File: config.mk
export PLATFORM = sky130hd
export DESIGN_NAME = ps2_host_tx
export DESIGN_NICKNAME = d
export VERILOG_FILES = /design/src/rtl/ps2_host_tx.sv
export SDC_FILE = /design/constraint.sdc
export NUM_CORES = 1
export LEC_CHECK = 0
export CORE_MARGIN = 2
export CORE_UTILIZATION = 45
export CTS_CLUSTER_DIAMETER = 50
export DETAILED_ROUTE_END_ITERATION = 16
export SYNTH_ARGS = -nofsm -noshare
export SYNTH_HDL_FRONTEND = slang
export SYNTH_SLANG_ARGS = --single-unit
File: constraint.sdc
create_clock -name clk -period 3.5 [get_ports clk]
set_input_delay 0.7 -clock clk [delete_from_list [all_inputs] [get_ports clk]]
set_output_delay 0.7 -clock clk [all_outputs]
set_load 0.01 [all_outputs]
File: src/rtl/ps2_host_tx.sv
// ps2_host_tx
//   Host-to-device PS/2 transmitter. Sends one command byte (e.g. 0xED set
//   LEDs, 0xFF reset) to the attached keyboard over the shared open-drain
//   ps2_clk / ps2_data lines. Lives in the clk_usb domain next to the PS/2
//   receiver, which uses `busy` to ignore line activity while we transmit.
//
// Ports
//   clk          system clock (48 MHz clk_usb)
//   reset        asynchronous, active-high reset; releases both lines at once
//   data         command byte, sampled when valid && ready
//   valid        command byte valid
//   ready        high only in IDLE
//   busy         high in every state except IDLE
//   done         one-cycle pulse: byte acknowledged by the device
//   error        one-cycle pulse: NACK or timeout
//   ps2_clk_in   raw level of the ps2_clk pin (asynchronous)
//   ps2_data_in  raw level of the ps2_data pin (asynchronous)
//   ps2_clk_oe   1 = pull ps2_clk low, 0 = release
//   ps2_data_oe  1 = pull ps2_data low, 0 = release
//
// States
//   state       | meaning
//   ------------+-----------------------------------------------------------
//   S_IDLE      | lines released, waiting for a command byte
//   S_INHIBIT   | clock held low to stop the device from transmitting
//   S_REQUEST   | clock and data low (start bit), request-to-send setup
//   S_SHIFT     | clock released, next bit presented on each device fall
//   S_ACK       | stop bit sent, sample the device ack on the next fall
//   S_WAIT_IDLE | ack seen, wait for both lines to return high

module ps2_host_tx #(
    parameter int unsigned INHIBIT_CYCLES = 6000,
    parameter int unsigned SETUP_CYCLES   = 48,
    parameter int unsigned TIMEOUT_CYCLES = 960000
) (
    input  logic       clk,
    input  logic       reset,
    input  logic [7:0] data,
    input  logic       valid,
    output logic       ready,
    output logic       busy,
    output logic       done,
    output logic       error,
    input  logic       ps2_clk_in,
    input  logic       ps2_data_in,
    output logic       ps2_clk_oe,
    output logic       ps2_data_oe
);

    localparam int IW = $clog2(INHIBIT_CYCLES) + 1;
    localparam int SW = $clog2(SETUP_CYCLES) + 1;
    localparam int TW = $clog2(TIMEOUT_CYCLES) + 1;

    typedef enum logic [2:0] {
        S_IDLE,
        S_INHIBIT,
        S_REQUEST,
        S_SHIFT,
        S_ACK,
        S_WAIT_IDLE
    } state_t;

    state_t        state_q, state_d;
    logic          clk_meta_q, clk_sync_q, clk_prev_q;
    logic          data_meta_q, data_sync_q;
    logic [7:0]    sh_q, sh_d;
    logic          par_q, par_d;
    logic [3:0]    idx_q, idx_d;
    logic [IW-1:0] inh_q, inh_d;
    logic [SW-1:0] set_q, set_d;
    logic [TW-1:0] tmo_q, tmo_d;
    logic          clk_oe_q, clk_oe_d;
    logic          data_oe_q, data_oe_d;
    logic          done_q, done_d;
    logic          error_q, error_d;
    logic          fall;

    // Synchronised falling edge of the device clock; no glitch filtering.
    assign fall = clk_prev_q & ~clk_sync_q;

    // State and datapath registers. Synchronisers reset to the idle-high level.
    always_ff @(posedge clk or posedge reset) begin
        if (reset) begin
            state_q     <= S_IDLE;
            clk_meta_q  <= 1'b1;
            clk_sync_q  <= 1'b1;
            clk_prev_q  <= 1'b1;
            data_meta_q <= 1'b1;
            data_sync_q <= 1'b1;
            sh_q        <= '0;
            par_q       <= 1'b0;
            idx_q       <= '0;
            inh_q       <= '0;
            set_q       <= '0;
            tmo_q       <= '0;
            clk_oe_q    <= 1'b0;
            data_oe_q   <= 1'b0;
            done_q      <= 1'b0;
            error_q     <= 1'b0;
        end else begin
            state_q     <= state_d;
            clk_meta_q  <= ps2_clk_in;
            clk_sync_q  <= clk_meta_q;
            clk_prev_q  <= clk_sync_q;
            data_meta_q <= ps2_data_in;
            data_sync_q <= data_meta_q;
            sh_q        <= sh_d;
            par_q       <= par_d;
            idx_q       <= idx_d;
            inh_q       <= inh_d;
            set_q       <= set_d;
            tmo_q       <= tmo_d;
            clk_oe_q    <= clk_oe_d;
            data_oe_q   <= data_oe_d;
            done_q      <= done_d;
            error_q     <= error_d;
        end
    end

    // Next-state and datapath update.
    always_comb begin
        state_d   = state_q;
        sh_d      = sh_q;
        par_d     = par_q;
        idx_d     = idx_q;
        inh_d     = inh_q;
        set_d     = set_q;
        tmo_d     = tmo_q;
        clk_oe_d  = clk_oe_q;
        data_oe_d = data_oe_q;
        done_d    = 1'b0;
        error_d   = 1'b0;

        case (state_q)
            S_IDLE: begin
                clk_oe_d  = 1'b0;
                data_oe_d = 1'b0;
                if (valid) begin
                    sh_d     = data;
                    par_d    = ~^data;
                    inh_d    = IW'(INHIBIT_CYCLES - 1);
                    clk_oe_d = 1'b1;
                    state_d  = S_INHIBIT;
                end
            end

            S_INHIBIT: begin
                if (inh_q == '0) begin
                    data_oe_d = 1'b1;
                    set_d     = SW'(SETUP_CYCLES - 1);
                    state_d   = S_REQUEST;
                end else begin
                    inh_d = inh_q - 1'b1;
                end
            end

            S_REQUEST: begin
                if (set_q == '0) begin
                    clk_oe_d = 1'b0;
                    tmo_d    = TW'(TIMEOUT_CYCLES - 1);
                    idx_d    = '0;
                    state_d  = S_SHIFT;
                end else begin
                    set_d = set_q - 1'b1;
                end
            end

            S_SHIFT, S_ACK, S_WAIT_IDLE: begin
                // Terminal count of the whole-transfer timer wins over any
                // line event in the same cycle.
                if (tmo_q == '0) begin
                    clk_oe_d  = 1'b0;
                    data_oe_d = 1'b0;
                    error_d   = 1'b1;
                    state_d   = S_IDLE;
                end else begin
                    tmo_d = tmo_q - 1'b1;
                    if (state_q == S_SHIFT) begin
                        if (fall) begin
                            idx_d = idx_q + 4'd1;
                            if (idx_q < 4'd8) begin
                                data_oe_d = ~sh_q[0];
                                sh_d      = {1'b0, sh_q[7:1]};
                            end else if (idx_q == 4'd8) begin
                                data_oe_d = ~par_q;
                            end else begin
                                data_oe_d = 1'b0;
                                state_d   = S_ACK;
                            end
                        end
                    end else if (state_q == S_ACK) begin
                        if (fall) begin
                            if (!data_sync_q) begin
                                state_d = S_WAIT_IDLE;
                            end else begin
                                error_d = 1'b1;
                                state_d = S_IDLE;
                            end
                        end
                    end else begin
                        if (clk_sync_q && data_sync_q) begin
                            done_d  = 1'b1;
                            state_d = S_IDLE;
                        end
                    end
                end
            end

            default: begin
                clk_oe_d  = 1'b0;
                data_oe_d = 1'b0;
                state_d   = S_IDLE;
            end
        endcase
    end

    // Outputs.
    always_comb begin
        ready       = (state_q == S_IDLE);
        busy        = (state_q != S_IDLE);
        done        = done_q;
        error       = error_q;
        ps2_clk_oe  = clk_oe_q;
        ps2_data_oe = data_oe_q;
    end

endmodule
## After elaboration in Yosys (flattened, before gate mapping)

Cells that the tools add are included.

- Add/subtract/negate cells: 4
- Magnitude comparators: 1
- Equality and inequality tests: 23
- Mux-type cells: 55
- Bitwise logic cells: 6
- Reduce and logical (&&, ||, !) cells: 21

Operators by type and width:

| kind | number |
|---|---|
| $mux 21 | 2 |
| $pmux 21 s2 | 1 |
| $mux 8 | 5 |
| $mux 3 | 12 |
| $mux 14 | 2 |
| $pmux 14 s2 | 1 |
| $logic_not 21->1 | 1 |
| $sub 21x1->21 const B | 1 |
| $mux 1 | 20 |
| $ne 2x2->1 const B | 10 |
| $mux 4 | 4 |
| $ne 4x4->1 const B | 4 |
| $pmux 8 s2 | 1 |
| $logic_not 14->1 | 1 |
| $mux 7 | 2 |
| $pmux 7 s2 | 1 |
| $sub 14x1->14 const B | 1 |
| $pmux 3 s4 | 1 |
| $reduce_and 3->1 | 4 |
| $pmux 4 s2 | 1 |
| $reduce_and 8->1 | 1 |
| $reduce_bool 2->1 | 4 |
| $reduce_xnor 8->1 | 1 |
| $logic_not 7->1 | 1 |
| other kinds (21) | 28 |

- Flip-flop bits (word level): 67
- Input port bits: 13
- Output and inout bits: 6
- Logic and storage cells: 126

## Depth between registers and ports, before layout

- Depth in word-level cells: 7
- Depth in mapped cells: 8
- Depth with buffers taken out: 7

## Worst setup path after synthesis

Ideal clock, no wire load.

- Path type: register to register
- Start: register tmo_q[0]
- End: register state_q[0]
- Setup time: 0.125 ns
- Arrival: 2.340 ns
- Required time: 3.375 ns
- Slack: 1.036 ns
- Cell stages (with the launch flop): 9
- Buffers on the path: 1
- Period minus slack after synthesis: 2.464 ns
- Path through: dfrtp_1 > inv_1 > ha_1 > or3b_2 > or4_4 > or2_0 > buf_6 > a21oi_2 > mux2_2

- Word-level cells in the longest chain between the ends: 3
- Elaborated cells on any way between the ends: 9
- Classes of those cells: eq/ne: 5; mux: 2; reduce/logical: 2

RTL lines:

| element | RTL line | source |
|---|---|---|
| start, declared | 71 | `logic [TW-1:0] tmo_q, tmo_d;` |
| start signal, assigned | 112 | `tmo_q <= tmo_d;` |
| $logic_not 21->1 (*) | 171 | `if (tmo_q == '0) begin` |
| $ne 5x5->1 (no line) (tied with other cells) | n/a |  |
| $reduce_and 8->1 (no line) / $pmux 3 s4 (equally long branches) | n/a |  |
| end signal, assigned | 101 | `state_q <= state_d;` |
| end, declared | 63 | `state_t state_q, state_d;` |

Every way passes the cells marked *; elsewhere a longest branch is shown, timed or not.
A chain may end at the register's enable or synchronous reset.

## Final worst setup path

- Start: register state_q[0]
- End: output ready

- Word-level cells in the longest chain between the ends: 1

RTL lines:

| element | RTL line | source |
|---|---|---|
| $logic_not 3->1 | 219 | `ready = (state_q == S_IDLE);` |
| end, declared | 40 | `output logic ready,` |

No other way between the ends.

==> impl_metrics.ini <==
[critical_path]
arrival_ns = 2.00
rrSetupSlack_ns = 0.80
cp-start-kind = flop
r2r-start = tmo_q[0]
startpoint = state_q[0]
reg2reg_depth = 7
r2r-end = state_q[0]
path_class = reg2out
crit_required_ns = 2.80
cp-endpoint = ready
cp_max_fo = 14
worst_setup_path_end_kind = primary output

[detailed_routing]
antenna_left = 0
wirelength_um = 7610
firstDrtPassIters = 4
vias_per_cell = 5.50
wl_per_cell_um = 14.9
num_vias = 2805
drtIter0Drc = 137
drc = 0

[layout]
multi_input_area_mm2 = 0.00185
antennaDiodeCount = 0
synthToLayoutAreaGrowth_pct = 13.5
fillers = 718
layout.nets = 423
drive_gt1_frac = 0.123
ff_latch_area_mm2 = 0.00168

[floorplanning]
dieWidth_um = 94.0
dieArea_mm2 = 0.00883
core_mm2 = 0.00777
ioPinCount = 19
rows = 32
die_y_um = 94.0
initial_core_util = 0.469

[global_route]
grt_use_met1 = 0.269
grt_use_met3 = 0.0433
track_usage = 0.194
grt_first_pass_wirelength_um = 13500
grt_max_degree = 30
antenna_found_initial = 0
top_usage_layer = met2
grt.overflow.total = 0
first_global_vias = 2852
met2_usage = 0.298

[clock_network]
clock_sinks = 67
cts-resized-gates = 0
htreeDepth = 3
cts_max_path_buffers = 2
clockRootBuffer = clkbuf_8
clk_pin_slew_worst_paths_ns = 0.07
cts_made_buffers = 9
cts_hold_buf = 0
post-cts-setup-buffer-count = 0
worstSkewPairLatency_ns = 0.34
cts_tree = built

[synthesis]
syn_area_mm2 = 0.00364
post-synth-top-count-cell = dfrtp_1
yosysTopAreaCellShare = 0.426
netlist_instances = 380
synth_seq_cells = 67
synth_edf_count = 0
ys_warn_count = 0
syn_nets = 400
avgSynthCellArea_um2 = 9.58
ys_seq_area_frac = 0.462
yosysUniqueCellTypes = 60
dominantRegCellSynth = dfrtp_1
synth_common_cells = 62 x dfrtp_1, 48 x nand2_1, 33 x nor2_1, 21 x o21ai_0, 15 x inv_1
synthArstFlopShare = 1.00
synth_area_leader_cell = dfrtp_1
synthTopCellsByArea = dfrtp_1 43%, nand2_1 4.9%, dfstp_2 3.6%, nor2_1 3.4%, xnor2_1 3.4%

[worst_hold_path]
hp-class = reg2reg

[timing]
final-setup-viol-count = 0
fmax_mhz = 370
final_hold_viol_count = 0
worst_slack_ns = 0.796
rsz0062_at_grt = false
slew_headroom = 0.509
fin_setup_tns_ns = 0
maxSlewViolCount = 0
min_period_ns = 2.70
fin_skew_ns = 0.00839
fin_crit_sh = 0.773
tightest_slew_ns = 0.733

[pwr]
p_leak_nw = 1.70
p_per_area_mw_per_mm2 = 751
peakVddDrop_v = 0.000504

[placed_design]
hpwl_um = 5360
io_buffers = 18
dp_slack_ns = 0.816
gp_congestion = 0.822

[run_status]
status = finished, final reports clean

[flow_run]
maxCapViolCount = 0
through the flow:
step | area, um^2 | utilization | instances | hold slack, ns | power [mW]
6_report | 4130 | 0.532 | 510 | 0.357 | 3.10
5_1_grt | 4130 | 0.532 | 510 | 0.355 | 3.37
4_1_cts | 4130 | 0.532 | 510 | 0.357 | 3.13
3_5_place_dp | 3940 | 0.507 | 494 | 0.347 | 2.48
3_3_place_gp | 3940 | 0.507 | 494 | 0.346 | 2.44
2_1_floorplan | 3640 | - | 380 | 0.345 | 2.12
where the power goes:
part           internal [mW]  total [mW]  switching (mW)
Sequential              1.00        1.24           0.242
Clock                  0.345       0.641           0.295
Combinational          0.541        1.22           0.677
Total                   1.89        3.10            1.22
cell type report:
type	count	share of cell area
Multi-Input combinational cell	286	0.447
Clock inverter	5	0.0127
Sequential cell	67	0.407
Inverter	15	0.0136
Tap cell	102	0.0309
Timing Repair Buffer	24	0.0545
Clock buffer	11	0.0342
routing by layer:
layer	part of all wire	vias to the layer above
li1	-	1410
met1	0.51	1348
met2	0.45	41
met3	0.023	6
met4	0.012	0
met5	0	-
how the worst min path moves through the flow:
stage,startpoint,to,cells past startpoint
after floorplan,clk_meta_q,clk_sync_q,0
after global routing,clk_meta_q,clk_sync_q,0
after CTS,clk_meta_q,clk_sync_q,0
final,clk_meta_q,clk_sync_q,0
after detailed placement,data_meta_q,data_sync_q,0
after global placement,clk_meta_q,clk_sync_q,0
logic make-up (layout without fill, tap and decap cells):
kind of cell	count (synthesis)	count (layout)	synth area share
buf+inv	27	55	0.0306
flops	67	67	0.462
fa+ha+maj	7	7	0.0241
simple gates	170	170	0.246
mux	17	17	0.0498
compound gates	69	69	0.132
xor+xnor	23	23	0.0553
critical path, stage by stage, from the launching register on:
cell	delay, ns
dfrtp_1	0.53
nor3_1	0.51
clkdlybuf4s50_1	0.64
sequential cells by signal, summed over array words and instances (netlist names), 3 cells and up:
signal / cells
inh_q: 14
tmo_q: 21
set_q: 7
idx_q: 4
sh_q: 8
state_q: 3
cells in the final DEF, fill, tap and decap left out, types with 12 or more instances in the layout:
cell type,netlist,routed
dfrtp_1,62,62
nand2_1,48,48
nor2_1,33,33
o21ai_0,21,21
clkdlybuf4s50_1,0,18
inv_1,15,14
xnor2_1,14,14
nor4_1,13,13
nor3_1,12,12
a21oi_1,12,12
No activity file was read; power rests on OpenSTA's default activity.
